File: src/rtl/luna_pkg.sv
// Shared definitions for the CPU control path: FSM state codes, instruction
// field bit positions and jump condition codes.
package luna_pkg;

  localparam logic [2:0] ST_RESET_WAIT = 3'd0;
  localparam logic [2:0] ST_FETCH      = 3'd1;
  localparam logic [2:0] ST_EXEC       = 3'd2;
  localparam logic [2:0] ST_WB         = 3'd3;
  localparam logic [2:0] ST_HALT       = 3'd4;

  localparam int TYPE_BIT   = 15;
  localparam int A_SEL_BIT  = 12;
  localparam int COMP_HI    = 11;
  localparam int COMP_LO    = 6;
  localparam int DEST_A_BIT = 5;
  localparam int DEST_D_BIT = 4;
  localparam int DEST_M_BIT = 3;
  localparam int JUMP_HI    = 2;
  localparam int JUMP_LO    = 0;

  // Bit meaning inside the jump field: lt / eq / gt against zero
  localparam int J_LT_BIT = 2;
  localparam int J_EQ_BIT = 1;
  localparam int J_GT_BIT = 0;

  localparam logic [2:0] JMP_NEVER  = 3'b000;
  localparam logic [2:0] JMP_ALWAYS = 3'b111;

endpackage

File: src/rtl/cpu_jump_eval.sv
// Combinational jump decision from the 3-bit jump field and ALU status flags.
module cpu_jump_eval
  import luna_pkg::*;
(
  input  logic [2:0] jump,
  input  logic       zr,
  input  logic       ng,
  output logic       taken
);

  assign taken = (jump[J_LT_BIT] & ng)
               | (jump[J_EQ_BIT] & zr)
               | (jump[J_GT_BIT] & ~zr & ~ng);

endmodule

File: src/rtl/cpu_control.sv
// Instruction sequencer: FETCH / EXEC / WB control with PC and jump handling.
// Optional halt-on-jump-to-self is enabled by defining CPU_CONTROL_HALT_EN.
module cpu_control
  import luna_pkg::*;
#(
  parameter int                WIDTH    = 16,
  parameter logic [WIDTH-1:0]  PC_RESET = 16'h0000
) (
  input  logic             clk,
  input  logic             rst,
  input  logic [WIDTH-1:0] instr_in,
  input  logic             instr_valid,
  output logic             instr_req,
  output logic [WIDTH-1:0] pc_out,
  input  logic [WIDTH-1:0] a_in,
  input  logic [WIDTH-1:0] alu_out,
  input  logic             alu_zr,
  input  logic             alu_ng,
  output logic [5:0]       alu_ctrl,
  output logic             alu_y_sel_m,
  output logic             reg_a_en,
  output logic             reg_d_en,
  output logic             reg_m_en,
  output logic [WIDTH-1:0] data_out,
  output logic             halted
);

  logic [2:0]       state;
  logic [2:0]       state_next;
  logic [WIDTH-1:0] pc;
  logic [WIDTH-1:0] ir;
  logic [WIDTH-1:0] data_hold;
  logic [WIDTH-1:0] wb_data;
  logic [WIDTH-1:0] pc_inc;
  logic             is_c;
  logic             jump_cond;
  logic             taken;
  logic             in_wb;

  cpu_jump_eval u_jump_eval (
    .jump  (ir[JUMP_HI:JUMP_LO]),
    .zr    (alu_zr),
    .ng    (alu_ng),
    .taken (jump_cond)
  );

  assign is_c    = ir[TYPE_BIT];
  assign taken   = is_c & jump_cond;
  assign pc_inc  = pc + WIDTH'(1);
  assign in_wb   = (state == ST_WB);
  assign wb_data = is_c ? alu_out : ir;

`ifdef CPU_CONTROL_HALT_EN
  logic halt_hit;
  assign halt_hit = taken & (ir[JUMP_HI:JUMP_LO] == JMP_ALWAYS) & (a_in == pc);
`endif

  always_comb begin
    state_next = state;
    case (state)
      ST_RESET_WAIT: state_next = ST_FETCH;
      ST_FETCH:      if (instr_valid) state_next = ST_EXEC;
      ST_EXEC:       state_next = ST_WB;
`ifdef CPU_CONTROL_HALT_EN
      ST_WB:         state_next = halt_hit ? ST_HALT : ST_FETCH;
      ST_HALT:       state_next = ST_HALT;
`else
      ST_WB:         state_next = ST_FETCH;
`endif
      default:       state_next = ST_RESET_WAIT;
    endcase
  end

  // PC and the held write data change only at the end of WB; a_in is sampled
  // at that same edge, so a jump always uses the pre-write A value.
  always_ff @(posedge clk or posedge rst) begin
    if (rst) begin
      state     <= ST_RESET_WAIT;
      pc        <= PC_RESET;
      ir        <= '0;
      data_hold <= '0;
    end else begin
      state <= state_next;
      if (state == ST_FETCH && instr_valid) ir <= instr_in;
      if (in_wb) begin
        data_hold <= wb_data;
        pc        <= taken ? a_in : pc_inc;
      end
    end
  end

  assign instr_req   = (state == ST_FETCH);
  assign pc_out      = pc;
  assign alu_ctrl    = ir[COMP_HI:COMP_LO];
  assign alu_y_sel_m = ir[A_SEL_BIT];
  assign reg_a_en    = in_wb & (~is_c | ir[DEST_A_BIT]);
  assign reg_d_en    = in_wb & is_c & ir[DEST_D_BIT];
  assign reg_m_en    = in_wb & is_c & ir[DEST_M_BIT];
  assign data_out    = in_wb ? wb_data : data_hold;

`ifdef CPU_CONTROL_HALT_EN
  assign halted = (state == ST_HALT) | (in_wb & halt_hit);
`else
  assign halted = 1'b0;
`endif

endmodule

File: config.mk
export PLATFORM = sky130hd
export DESIGN_NAME = cpu_control
export DESIGN_NICKNAME = d
export VERILOG_FILES = /design/src/rtl/luna_pkg.sv /design/src/rtl/cpu_jump_eval.sv /design/src/rtl/cpu_control.sv
export SDC_FILE = /design/constraint.sdc
export NUM_CORES = 1
export LEC_CHECK = 0
export BUFFER_PORTS_ARGS = -buffer_cell sky130_fd_sc_hd__buf_4
export CORE_AREA = 3 3 89 74
export CTS_CLUSTER_SIZE = 8
export DETAILED_ROUTE_END_ITERATION = 6
export DIE_AREA = 0 0 92 77
export GPL_ROUTABILITY_DRIVEN = 0
export GPL_TIMING_DRIVEN = 0
export PLACE_DENSITY = 0.74
export SKIP_CTS_REPAIR_TIMING = 1
export SLEW_MARGIN = 5
export SYNTH_ARGS = -nofsm -noshare
export SYNTH_HDL_FRONTEND = slang
export SYNTH_SLANG_ARGS = --single-unit
File: constraint.sdc
create_clock -name clk -period 1.7 [get_ports clk]
set_clock_uncertainty 0.2 [all_clocks]
set_input_delay 0.34 -clock clk [delete_from_list [all_inputs] [get_ports clk]]
set_output_delay 0.34 -clock clk [all_outputs]
set_load 0.005 [all_outputs]
==> run metrics <==
critical path data required time 1.16 ns; CTS sink count 50; largest net degree at the start of global routing 51; Initial Util 43.1%; Critical Path, Cell by Cell ha_4 > buf_8 > buf_12 > a21oi_4 > buf_6; number of global-route vias before repair 2236; RSZ-0062 raised after global routing true; placed inst area 3330 um^2; clk_lat worst skew 0.30 ns; port bufs 95; IR drop worst, VDD 0.982 mV; Arr. time, crit path 1.49 ns; max-slew violation count 0; Slew @ Worst Pin 1.09 ns; cell family with most CP delay flip-flops; syn avg cell area 10.1 um^2; slowest cell delay on critical path 0.43 ns; Cells after Synth 248; final hold slack 0.0500 ns; Num CTS Buffers 5; Finish-stage setup viols 31; post-synthesis cell type count 35; Die X 92 um; Filler cells 434; die area 7080 um^2; Rows 25; commonest non-fill, non-tap cell in the layout buf_4; IO Count 97; crit path buf inv count 3; diodes inserted 0; LEAKAGE 1.91 nW; total congestion overflow 0; CTS tree done; layout cells sized above 1 66.4%; GRT Util Overall 18.6%; crit end category primary output; placed insts 424; global-route wire length before repair 10700 um; Yosys reg bits 50; Nets 428; Tot Pwr 9.42 mW; register area share after synthesis 49.9%; kind of critical path reg2out; final hold viol count 0; Final TNS setup -5.87 ns; Core Area 5820 um^2; # DRC 0; Final period util 119%; Syn-to-layout area delta 72.0%; Root Buffer clkbuf_8; number of DRC markers in iteration 0 100; final wirelength 7690 um; via count 2404; Crit Path Max Fanout 10; syn_nets 304; wire length per cell 17.0 um; Hold WC Path Type in2reg; vias per cell 5.31; htree depth 2; Chip Height 77 um; Worst-path clk slew 0.09 ns; Final ANT Viol Nets 0; number of max-cap violations 0; antenna violations before repair 0; Max Buffers Root-to-Sink 2; worst-path cell with the longest stage delay dfrtp_1; fin cells 453; failing checks negative setup slack; FMAX 0.493 GHz; relative slew slack 27.2%; final instance area 4320 um^2; drt first pass iters 4; Period minus WS final 2.03 ns; Final WS setup -0.327 ns; Cell Pwr Density 2180 nW/um^2; commonest non-fill, non-tap cells in the layout 103 x buf_4, 44 x dfrtp_1, 24 x buf_6; Post-Syn Area 2510 um^2; synth warn 0; Final HPWL DP 4810 um; status finished, violations left; crit start category flop
==> worst reg2reg max path, delay by kind of cell (launching register included) <==
| kind | cells | cell delay (ns) |
|---|---|---|
| AOI/OAI and AO/OA | 3 | 0.58 |
| buffers and inverters | 2 | 0.28 |
| DFF | 1 | 0.39 |
| muxes | 1 | 0.18 |
==> synth_stat cells (all sizes together) <==
master,count,area (um^2)
nor2,18,70.1
buf,14,95.1
nor3b,1,7.51
nand3,14,70.1
mux2,16,180
a21oi,39,195
a2bb2oi,3,26.3
conb,1,3.75
o21ai,18,93.8
nand2b,2,12.5
mux2i,17,170
and2,1,8.76
nand2,15,56.3
ha,3,37.5
o22ai,6,37.5
nand4,3,33.8
inv,6,22.5
and4,1,8.76
dfrtp,50,1250
and3,6,46.3
a22o,1,8.76
nand3b,1,7.51
a21boi,4,33.8
clkbuf,8,32.5
==> final timing paths <==
check                        startpoint             to  slack [ns]  depth (start not counted)
setup reg to reg                  ir[2]      pc_out[1]       -0.05                          6
setup / recovery               state[0]    data_out[6]       -0.33                          5
hold reg to reg            data_hold[2]   data_hold[2]        0.32                          2
hold / removal              instr_valid       state[0]        0.05                          2
min in group asynchronous           rst  data_hold[10]        0.09                          2
max in group asynchronous           rst      pc_out[0]        0.56                          2
==> flip-flops by register name (all words and copies together), names as in the netlist <==
signal / cells
data_hold: 16
ir: 16
pc_out: 16
state: 2
==> layout make-up <==
class	instances	area (um^2)	area share, %
Multi-Input combinational cell	170	1570	36.3
Sequential cell	50	1260	29.2
Timing Repair Buffer	117	1000	23.2
Buffer	22	249	5.77
Tap cell	81	101	2.35
Clock buffer	6	82.6	1.91
Clock inverter	1	30.0	0.695
Inverter	6	26.3	0.609
==> per-stage QoR <==
| step | setup slack, ns | util (%) |
|---|---|---|
| after global placement | -0.411 | 57.2 |
| after global routing | -0.400 | 74.2 |
| after CTS | -0.784 | 59.2 |
| after floorplan | 0.0169 | - |
| final | -0.327 | 74.2 |
| after detailed placement | -0.434 | 57.2 |
==> routing by layer <==
layer	vias up	routed length [um]	track usage, %
li1	1121	-	-
met1	1180	3210	26.0
met2	97	3770	28.5
met3	6	640	6.08
met4	0	66	3.56
met5	-	0	0
==> report_power, final <==
part           total [mW]  leakage (nW)  internal, mW  switching (mW)
clock network       0.857        0.0573         0.471           0.386
logic                6.14          1.29          3.44            2.71
registers            2.42         0.562          1.82           0.604
total                9.42          1.91          5.73            3.70
==> logic make-up after synthesis <==
logic type                 Yosys count  synth area share (%)
buffers and inverters               28                  5.98
DFF                                 50                  49.9
muxes                               33                  14.0
other                                1                 0.149
adders and majority gates            3                  1.50
AOI/OAI and AO/OA                   71                  15.8
and+or+nand+nor                     62                  12.8
Power figures use the tool's default switching activity.
